$ cat src/rtl/video_stream_source_if.sv
// Purpose: gray video stream bundle (upstream valid/ready pixels in, raster video out).
// Latency: n/a (wiring only).
// Backpressure: upstream side is valid/ready; the video side is free-running and never stalls.
interface video_stream_source_if #(
    parameter int DATA_WIDTH = 8
);
    // upstream pixel source
    logic                  s_valid;
    logic [DATA_WIDTH-1:0] s_data;
    logic                  s_ready;

    // raster video stream towards the filter chain
    logic                  post_frame_vsync;
    logic                  post_frame_href;
    logic                  post_frame_clken;
    logic [DATA_WIDTH-1:0] post_img_gray;

    // status
    logic                  frame_done;
    logic                  underflow;

    // the frame transmitter
    modport master (
        input  s_valid,
        input  s_data,
        output s_ready,
        output post_frame_vsync,
        output post_frame_href,
        output post_frame_clken,
        output post_img_gray,
        output frame_done,
        output underflow
    );

    // the pixel supplier / stream consumer around it
    modport slave (
        output s_valid,
        output s_data,
        input  s_ready,
        input  post_frame_vsync,
        input  post_frame_href,
        input  post_frame_clken,
        input  post_img_gray,
        input  frame_done,
        input  underflow
    );
endinterface

$ cat src/rtl/video_stream_source.sv
// Purpose: emits frames of gray video with programmable raster timing, pulling pixels from a valid/ready source.
// Latency: 1 cycle from pixel slot (s_valid & s_ready) to post_img_gray/clken; all outputs registered.
// Backpressure: none downstream; a slot with s_valid low is still consumed, outputs 0 and sets sticky underflow.
module video_stream_source #(
    parameter int DATA_WIDTH = 8,
    parameter int H_ACTIVE   = 640,
    parameter int H_BLANK    = 160,
    parameter int V_SYNC     = 2,
    parameter int V_BACK     = 2,
    parameter int V_ACTIVE   = 480,
    parameter int V_FRONT    = 2
) (
    input  logic                  clk,
    input  logic                  rst,
    input  logic                  enable,
    video_stream_source_if.master vif
);
    localparam int H_TOTAL = H_ACTIVE + H_BLANK;
    localparam int V_TOTAL = V_SYNC + V_BACK + V_ACTIVE + V_FRONT;
    localparam int HW      = (H_TOTAL > 1) ? $clog2(H_TOTAL) : 1;
    // one extra code so the last region boundary (== V_TOTAL when V_FRONT is 0) stays representable
    localparam int VW      = $clog2(V_TOTAL + 1);

    localparam logic [HW-1:0] H_LAST   = HW'(H_TOTAL - 1);
    localparam logic [HW-1:0] H_ACT    = HW'(H_ACTIVE);
    localparam logic [VW-1:0] V_LAST   = VW'(V_TOTAL - 1);
    localparam logic [VW-1:0] VB_START = VW'(V_SYNC);
    localparam logic [VW-1:0] VA_START = VW'(V_SYNC + V_BACK);
    localparam logic [VW-1:0] VF_START = VW'(V_SYNC + V_BACK + V_ACTIVE);

    typedef enum logic [2:0] {
        IDLE,
        VSYNC,
        VBACK,
        ACTIVE,
        VFRONT
    } state_t;

    state_t          state;
    logic [HW-1:0]   h_cnt;
    logic [VW-1:0]   v_cnt;
    logic            slot;
    logic            line_end;
    logic            frame_end;

    // Region a given frame line belongs to; zero-length regions fall through naturally.
    function automatic state_t line_state(input logic [VW-1:0] line);
        state_t st;
        if (line < VB_START) begin
            st = VSYNC;
        end else if (line < VA_START) begin
            st = VBACK;
        end else if (line < VF_START) begin
            st = ACTIVE;
        end else begin
            st = VFRONT;
        end
        return st;
    endfunction

    assign slot        = (state == ACTIVE) && (h_cnt < H_ACT);
    assign line_end    = (h_cnt == H_LAST);
    assign frame_end   = (state != IDLE) && line_end && (v_cnt == V_LAST);
    assign vif.s_ready = slot;

    // Raster FSM plus registered video outputs; enable only matters at frame boundaries.
    always_ff @(posedge clk) begin
        if (rst) begin
            state                <= IDLE;
            h_cnt                <= '0;
            v_cnt                <= '0;
            vif.post_frame_vsync <= 1'b0;
            vif.post_frame_href  <= 1'b0;
            vif.post_frame_clken <= 1'b0;
            vif.post_img_gray    <= '0;
            vif.frame_done       <= 1'b0;
            vif.underflow        <= 1'b0;
        end else begin
            vif.post_frame_vsync <= (state == VSYNC);
            vif.post_frame_href  <= slot;
            vif.post_frame_clken <= slot;
            vif.post_img_gray    <= (slot && vif.s_valid) ? vif.s_data : '0;
            vif.frame_done       <= frame_end;
            if (slot && !vif.s_valid) begin
                vif.underflow <= 1'b1;
            end

            case (state)
                IDLE: begin
                    h_cnt <= '0;
                    v_cnt <= '0;
                    if (enable) begin
                        state <= line_state('0);
                    end
                end
                default: begin
                    if (line_end) begin
                        h_cnt <= '0;
                        if (v_cnt == V_LAST) begin
                            v_cnt <= '0;
                            state <= enable ? line_state('0) : IDLE;
                        end else begin
                            v_cnt <= v_cnt + VW'(1);
                            state <= line_state(v_cnt + VW'(1));
                        end
                    end else begin
                        h_cnt <= h_cnt + HW'(1);
                    end
                end
            endcase
        end
    end
endmodule

$ cat src/flat_wrapper.sv
// flat-port wrapper written by rule: the top's interface ports become plain ports
module video_stream_source_flat 
#(
    parameter int DATA_WIDTH = 8,
    parameter int H_ACTIVE   = 640,
    parameter int H_BLANK    = 160,
    parameter int V_SYNC     = 2,
    parameter int V_BACK     = 2,
    parameter int V_ACTIVE   = 480,
    parameter int V_FRONT    = 2
)
  (clk, rst, enable, vif_s_valid, vif_s_data, vif_s_ready, vif_post_frame_vsync, vif_post_frame_href, vif_post_frame_clken, vif_post_img_gray, vif_frame_done, vif_underflow);
  video_stream_source_if #(.DATA_WIDTH(DATA_WIDTH)) vif_i ();
  input  logic clk;
  input  logic rst;
  input  logic enable;
  input wire logic [$bits(vif_i.s_valid)-1:0] vif_s_valid;
  input wire logic [$bits(vif_i.s_data)-1:0] vif_s_data;
  output wire logic [$bits(vif_i.s_ready)-1:0] vif_s_ready;
  output wire logic [$bits(vif_i.post_frame_vsync)-1:0] vif_post_frame_vsync;
  output wire logic [$bits(vif_i.post_frame_href)-1:0] vif_post_frame_href;
  output wire logic [$bits(vif_i.post_frame_clken)-1:0] vif_post_frame_clken;
  output wire logic [$bits(vif_i.post_img_gray)-1:0] vif_post_img_gray;
  output wire logic [$bits(vif_i.frame_done)-1:0] vif_frame_done;
  output wire logic [$bits(vif_i.underflow)-1:0] vif_underflow;
  assign vif_i.s_valid = vif_s_valid;
  assign vif_i.s_data = vif_s_data;
  assign vif_s_ready = vif_i.s_ready;
  assign vif_post_frame_vsync = vif_i.post_frame_vsync;
  assign vif_post_frame_href = vif_i.post_frame_href;
  assign vif_post_frame_clken = vif_i.post_frame_clken;
  assign vif_post_img_gray = vif_i.post_img_gray;
  assign vif_frame_done = vif_i.frame_done;
  assign vif_underflow = vif_i.underflow;
  video_stream_source #(.DATA_WIDTH(DATA_WIDTH), .H_ACTIVE(H_ACTIVE), .H_BLANK(H_BLANK), .V_SYNC(V_SYNC), .V_BACK(V_BACK), .V_ACTIVE(V_ACTIVE), .V_FRONT(V_FRONT)) u_core (.clk(clk), .rst(rst), .enable(enable), .vif(vif_i));
endmodule
$ cat config.mk
export PLATFORM = sky130hd
export DESIGN_NAME = video_stream_source_flat
export DESIGN_NICKNAME = d
export VERILOG_FILES = /design/src/rtl/video_stream_source_if.sv /design/src/rtl/video_stream_source.sv /design/src/flat_wrapper.sv
export SDC_FILE = /design/constraint.sdc
export NUM_CORES = 1
export LEC_CHECK = 0
export ABC_CLOCK_PERIOD_IN_PS = 1800
export BUFFER_PORTS_ARGS = -buffer_cell sky130_fd_sc_hd__clkbuf_2
export CAP_MARGIN = 10
export CORE_ASPECT_RATIO = 1.5
export CORE_UTILIZATION = 40
export DETAILED_ROUTE_END_ITERATION = 6
export PLACE_DENSITY_LB_ADDON = 0.3
export SYNTH_ARGS = -nofsm -noshare
export SYNTH_HDL_FRONTEND = slang
export SYNTH_SLANG_ARGS = --single-unit
$ cat constraint.sdc
create_clock -name clk -period 1.8 [get_ports clk]
set_input_delay 0.45 -clock clk [delete_from_list [all_inputs] [get_ports clk]]
set_output_delay 0.45 -clock clk [all_outputs]
set_load 0.1 [all_outputs]
==> flow_summary.json, run 1 <==
{
  "ir_drop_uv": 428.8,
  "drv_cap": 0,
  "ys_seq_area_frac": 0.4314,
  "final_max_slew_viol_count": 0,
  "hold_end": "u_core.vif.post_img_gray[6]",
  "clockBufferDepth": 2,
  "setup_viol": 0,
  "die_h_um": 78.92,
  "dp.cells": 253,
  "cts-htree-levels": 2,
  "ff2ff_setup_slack_ns": 0.06,
  "drive_gt1_frac": 0.3009,
  "worstMarginPinSlew_ns": 0.5450,
  "num_io_pins": 26,
  "crit_family": "simple AND/OR/NAND/NOR gates",
  "ys.flop_type": "dfxtp_1",
  "synth_seq_cells": 34,
  "synth_cell_types": 41,
  "start_util": 0.4246,
  "cts-root-buf": "clkbuf_8",
  "timing.critical_path.cells": "buf_4, and4_4, and2_4, xnor2_1, or3_4, a32o_1",
  "preCtsSetupSlack_ns": 0.02336,
  "r2r_start": "u_core.v_cnt[0]",
  "combPwrFrac": 0.061,
  "rr_endpoint": "u_core.state[1]",
  "p_sw_uw": 306.9,
  "grt_max_degree": 11,
  "wire_per_inst_um": 12.90,
  "grt_overflow": 0,
  "slowest_delay_ns": 0.41,
  "track_usage": 0.1760,
  "grt_pass1_wl_mm": 5.464,
  "drt_iter0_drc": 32,
  "start_kind": "flop",
  "layout_setup_ws_ns": 0.06475,
  "wl_mm": 3.342,
  "power_mw": 1.398,
  "final_nets": 232,
  "power.density_nw_per_um2": 716.3,
  "holdWs_ns": 0.3977,
  "synth.avg_cell_area_um2": 8.914,
  "finalHoldViolations": 0,
  "max_slew_margin": 0.6382,
  "ant_nets": 0,
  "synth_warnings": 0,
  "fmax_mhz": 576.3,
  "diodes": 0,
  "grt_pass1_vias": 1259,
  "antenna_found_initial": 0,
  "period_minus_slack_ns": 1.735,
  "synth-async-reset-ratio": 0,
  "coreArea_um2": 3716,
  "die_area_um2": 4205,
  "clk_pin_slew_ns": 0.07,
  "place_hpwl_mm": 2.528,
  "syn_nets": 192,
  "status": "complete, no violations",
  "multi_input_area_um2": 838.3,
  "critPathLaunch": "u_core.v_cnt[0]",
  "pwr-share-seq": 0.547,
  "drc": 0,
  "fill_cells": 353,
  "internal_power_mw": 1.091,
  "rsz0062_at_grt": "yes",
  "worstHoldPathType": "input port to flop",
  "worstSetupEndpointType": "flop",
  "cts_sinks": 34,
  "gp_congestion": 0.7968,
  "p_clk_frac": 0.392,
  "dr_total_vias": 1386,
  "worst_ep_arrival_time_ns": 1.91,
  "holdBufCountCts": 0,
  "cts_buffers": 5,
  "synthesis.area_um2": 1578,
  "hold_path_startpoint": "vif_s_data[6]",
  "min_path_cells": 2,
  "drt_first_pass_iters": 4,
  "worst_ep_required_time_ns": 1.98,
  "dpl_cell_area_um2": 1844,
  "die_x_um": 53.28,
  "crit_type": "flop to flop",
  "vias_per_cell": 5.351,
  "syn2layout_area_growth_pct": 23.71,
  "cp_max_fo": 7,
  "port_buffers": 25,
  "fin_crit_sh": 0.9640,
  "netSwitchingFraction": 0.2195,
  "cpMaxStageDelayCell": "or3_4",
  "clkLatencyLatePin_ns": 0.28,
  "path_buf_inv": 1,
  "power.leakage_nw": 0.8344,
  "rows": 27,
  "cts_tree": "built",
  "synth_edf_count": 0,
  "regArea_um2": 686.9,
  "fin_skew_ns": 0.005793,
  "ff2ff_path_depth": 6,
  "synth_cells": 177,
  "postLayoutCellArea_um2": 1952,
  "fin_cells": 259
}
-- state kept, by name (all words and copies together) (netlist names) --
| register | flops |
|---|---|
| u_core.h_cnt | 10 |
| u_core.state | 3 |
| u_core.v_cnt | 9 |
| u_core.vif.frame_done | 1 |
| u_core.vif.post_frame_href | 1 |
| u_core.vif.post_frame_vsync | 1 |
| u_core.vif.post_img_gray | 8 |
| u_core.vif.underflow | 1 |
-- worst max path at each step --
stage                      end  slack [ns]  depth (start not counted)
6_report       u_core.state[1]        0.06                          6
5_1_grt        u_core.v_cnt[8]      -0.008                          5
4_1_cts        u_core.state[1]        0.01                          6
3_5_place_dp   u_core.state[1]        0.02                          6
3_3_place_gp   u_core.state[1]        0.05                          5
2_1_floorplan  u_core.state[1]        0.02                          6
-- cells by family (layout without fill, tap and decap cells) --
family                     after synthesis  in the layout  synth area share
xor gates and xnor gates                13             13           0.07217
DFF                                     34             34            0.4314
buffers and inverters                   14             53           0.05153
and+or+nand+nor                         86             86            0.3077
adders and majority gates                3              3           0.02379
muxes                                    1              1          0.006344
AOI/OAI and AO/OA                       26             26            0.1071
-- through the flow --
step | util | TNS, ns
after global placement | 0.4963 | 0
final | 0.5253 | 0
after global routing | 0.5253 | -0.02255
after detailed placement | 0.4963 | 0
after CTS | 0.5185 | 0
after floorplan | - | 0
-- layout by cell type, fill, tap and decap left out, types with 2 or more instances in the layout --
| master | netlist | routed |
|---|---|---|
| clkbuf_8 | 0 | 6 |
| o21ai_0 | 6 | 5 |
| ha_1 | 3 | 2 |
| a211oi_1 | 3 | 3 |
| dfxtp_2 | 0 | 5 |
| nand4_1 | 7 | 7 |
| dfxtp_1 | 34 | 29 |
| clkbuf_2 | 2 | 24 |
| inv_1 | 4 | 3 |
| a21oi_1 | 5 | 5 |
| o21ai_1 | 2 | 3 |
| buf_4 | 2 | 18 |
| nor2_1 | 24 | 24 |
| o22ai_1 | 2 | 2 |
| or3_1 | 5 | 3 |
| xnor2_1 | 8 | 8 |
| nand2_1 | 9 | 9 |
| xor2_1 | 5 | 5 |
| or2_2 | 3 | 3 |
| nor3b_1 | 2 | 2 |
| and4_1 | 2 | 2 |
| nand3_1 | 7 | 7 |
| nor3_1 | 6 | 6 |
| a21o_1 | 2 | 2 |
| or3_4 | 0 | 2 |
| and3_1 | 13 | 13 |
-- worst register-to-register path, cell delays in order (launching register included) --
cell     delay, ns
dfxtp_2       0.36
buf_4         0.15
and4_4        0.23
and2_4        0.15
xnor2_1       0.11
or3_4         0.41
a32o_1        0.22
-- final cells by class --
| type | count | share of cell area |
|---|---|---|
| Clock buffer | 6 | 0.04231 |
| Sequential cell | 34 | 0.3519 |
| Tap cell | 43 | 0.02756 |
| Multi-Input combinational cell | 129 | 0.4295 |
| Inverter | 4 | 0.007692 |
| Timing Repair Buffer | 43 | 0.1410 |
-- routing by layer --
layer | GRT usage | share of wire | routed length, µm | vias to the layer above
li1 | - | - | - | 705
met1 | 0.1854 | 0.41 | 1359 | 645
met2 | 0.3150 | 0.54 | 1792 | 31
met3 | 0.04598 | 0.038 | 128 | 5
met4 | 0.07105 | 0.018 | 61 | 0
met5 | 0 | 0 | 0 | -
-- timing repair --
| action | in CTS | in global routing |
|---|---|---|
| pin swaps | 0 | 1 |
| endpoints found under the setup margin | 1 | 7 |
| setup buffers | 0 | 0 |
| gates resized for setup | 1 | 8 |
-- power by group through the flow --
stage | Clock (mW) | Combinational [mW] | Sequential (mW)
3_3_place_gp | 0 | 0.0853 | 0.781
3_5_place_dp | 0 | 0.0854 | 0.781
2_1_floorplan | 0 | 0.0335 | 0.795
5_1_grt | 0.598 | 0.0953 | 0.765
4_1_cts | 0.561 | 0.0861 | 0.765
6_report | 0.548 | 0.0851 | 0.764
-- cell usage after synthesis, types with 2 or more instances --
| master | n | share of area |
|---|---|---|
| a211oi_1 | 3 | 0.014 |
| a21o_1 | 2 | 0.0095 |
| a21oi_1 | 5 | 0.016 |
| and3_1 | 13 | 0.052 |
| and4_1 | 2 | 0.011 |
| buf_2 | 3 | 0.0095 |
| buf_4 | 2 | 0.0095 |
| buf_6 | 2 | 0.014 |
| clkbuf_2 | 2 | 0.0063 |
| dfxtp_1 | 34 | 0.43 |
| ha_1 | 3 | 0.024 |
| inv_1 | 4 | 0.0095 |
| nand2_1 | 9 | 0.021 |
| nand3_1 | 7 | 0.022 |
| nand4_1 | 7 | 0.028 |
| nor2_1 | 24 | 0.057 |
| nor3_1 | 6 | 0.019 |
| nor3b_1 | 2 | 0.0095 |
| o21ai_0 | 6 | 0.019 |
| o21ai_1 | 2 | 0.0063 |
| o22ai_1 | 2 | 0.0079 |
| or2_2 | 3 | 0.012 |
| or3_1 | 5 | 0.020 |
| xnor2_1 | 8 | 0.044 |
| xor2_1 | 5 | 0.028 |
(Power assumes the default switching activity.)
==> inputs of run 2 (changes only) <==
--- a/config.mk
+++ b/config.mk
@@ -8,8 +8,10 @@
 export ABC_CLOCK_PERIOD_IN_PS = 1800
 export BUFFER_PORTS_ARGS = -buffer_cell sky130_fd_sc_hd__clkbuf_2
 export CAP_MARGIN = 10
+export CELL_PAD_IN_SITES_DETAIL_PLACEMENT = 0
+export CELL_PAD_IN_SITES_GLOBAL_PLACEMENT = 1
 export CORE_ASPECT_RATIO = 1.5
-export CORE_UTILIZATION = 40
+export CORE_UTILIZATION = 37
 export DETAILED_ROUTE_END_ITERATION = 6
 export PLACE_DENSITY_LB_ADDON = 0.3
 export SYNTH_ARGS = -nofsm -noshare
==> run 2 against run 1 <==
Cell area increased by 1.1%. Register-to-register slack is essentially flat. Die area increased by 7.8%. Sequential share of layout area down 0.062 points.
==> flow_summary.json, run 2 (synthesized netlist as in run 1, its figures left out) <==
{
  "status": "complete, no violations",
  "layout_setup_ws_ns": 0.05199,
  "period_minus_slack_ns": 1.748,
  "rsz0062_at_grt": "no",
  "die_area_um2": 4535,
  "ir_drop_uv": 671.8,
  "clk_pin_slew_ns": 0.07,
  "diodes": 0,
  "max_slew_margin": 0.6397,
  "preCtsSetupSlack_ns": 0.01576,
  "place_hpwl_mm": 2.541,
  "grt_overflow": 0,
  "port_buffers": 25,
  "slowest_delay_ns": 0.47,
  "gp_congestion": 0.9145,
  "power.leakage_nw": 0.8347,
  "postLayoutCellArea_um2": 1973,
  "drt_first_pass_iters": 4,
  "fin_crit_sh": 0.9711,
  "worst_ep_required_time_ns": 1.98,
  "final_max_slew_viol_count": 0,
  "crit_type": "flop to flop",
  "cts_sinks": 34,
  "largest_register_ffs": 10,
  "track_usage": 0.1626,
  "start_util": 0.3916,
  "clockBufferDepth": 2,
  "fmax_mhz": 572.1,
  "antenna_found_initial": 0,
  "worstHoldPathType": "input port to flop",
  "timing.critical_path.cells": "and4_4, and2_4, xnor2_1, or3_1, a32o_1",
  "cts_setup_buffers": 0,
  "final_nets": 231,
  "wire_per_inst_um": 13.29,
  "die_x_um": 55.32,
  "holdWs_ns": 0.3961,
  "dr_total_vias": 1383,
  "vias_per_cell": 5.279,
  "top_register": "u_core.h_cnt",
  "drv_cap": 0,
  "cpMaxStageDelayCell": "dfxtp_1",
  "crit_family": "simple AND/OR/NAND/NOR gates",
  "grt_pass1_wl_mm": 5.740,
  "rows": 28,
  "path_buf_inv": 0,
  "worstSetupEndpointType": "flop",
  "drc": 0,
  "worst_ep_arrival_time_ns": 1.92,
  "timing.setup.tns_ns": 0,
  "top_regs": "u_core.h_cnt (10), u_core.v_cnt (9), u_core.vif.post_img_gray (8)",
  "cts_buffers": 5,
  "cts_tree": "built",
  "cts-root-buf": "clkbuf_8",
  "die_h_um": 81.98,
  "drt_iter0_drc": 44,
  "start_kind": "flop",
  "cp_max_fo": 7,
  "worstMarginPinSlew_ns": 0.5427,
  "drive_gt1_frac": 0.3134,
  "clkLatencyLatePin_ns": 0.28,
  "cts-htree-levels": 2,
  "mostFrequentLayoutCells": "dfxtp_1, nor2_1, clkbuf_2",
  "grt_max_degree": 12,
  "setup_viol": 0,
  "syn2layout_area_growth_pct": 25.06,
  "grt_pass1_vias": 1315,
  "final_common_cell": "dfxtp_1",
  "coreArea_um2": 4029,
  "dpl_cell_area_um2": 1839,
  "power.density_nw_per_um2": 724.1,
  "ant_nets": 0,
  "fin_skew_ns": 0.003718,
  "num_io_pins": 26,
  "finalHoldViolations": 0,
  "power_mw": 1.429,
  "wl_mm": 3.482
}
==> run 2: layout make-up <==
class                           count  area [µm²]
Clock inverter                      2       12.51
Fill cell                         385        2056
Inverter                            4       15.01
Clock buffer                        6       82.58
Timing Repair Buffer               42       271.5
Multi-Input combinational cell    129       842.1
Sequential cell                    34       693.2
Tap cell                           45       56.30
==> run 2: layer usage <==
metal	GRT usage	vias to the layer above	wire length [µm]
li1	-	710	-
met1	0.1740	630	1459
met2	0.2904	34	1774
met3	0.04724	9	141
met4	0.08500	0	107
met5	0	-	0
==> run 2: repair_timing <==
action,CTS,global route
hold buffers,0,0
gates resized for setup,4,10
gates cloned,0,0
endpoints found under the setup margin,2,7
pin swaps,1,1
==> run 2: through the flow <==
stage	instances	utilization
floorplan	177	-
detailed placement	254	0.4565
global route	262	0.4898
global placement	254	0.4565
CTS	262	0.4807
finish	262	0.4898
==> run 2: final timing paths <==
path	from	end	slack [ns]	depth (start not counted)
hold / removal	vif_s_data[1]	u_core.vif.post_img_gray[1]	0.40	2
setup reg to reg	u_core.v_cnt[2]	u_core.state[1]	0.05	5
setup / recovery	u_core.v_cnt[2]	u_core.state[1]	0.05	5
hold reg to reg	u_core.vif.underflow	u_core.vif.underflow	0.48	2
==> run 2: power by group <==
part / internal [mW] / leakage (nW) / switching (mW)
registers: 0.757 / 0.279 / 0.00451
clock network: 0.307 / 0.0472 / 0.275
logic: 0.0340 / 0.509 / 0.0514
==> run 2: worst reg2reg max path, cell delays in order (launching register included) <==
cell and delay, ns:
dfxtp_1 0.47, and4_4 0.30, and2_4 0.15, xnor2_1 0.10, or3_1 0.41, a32o_1 0.22
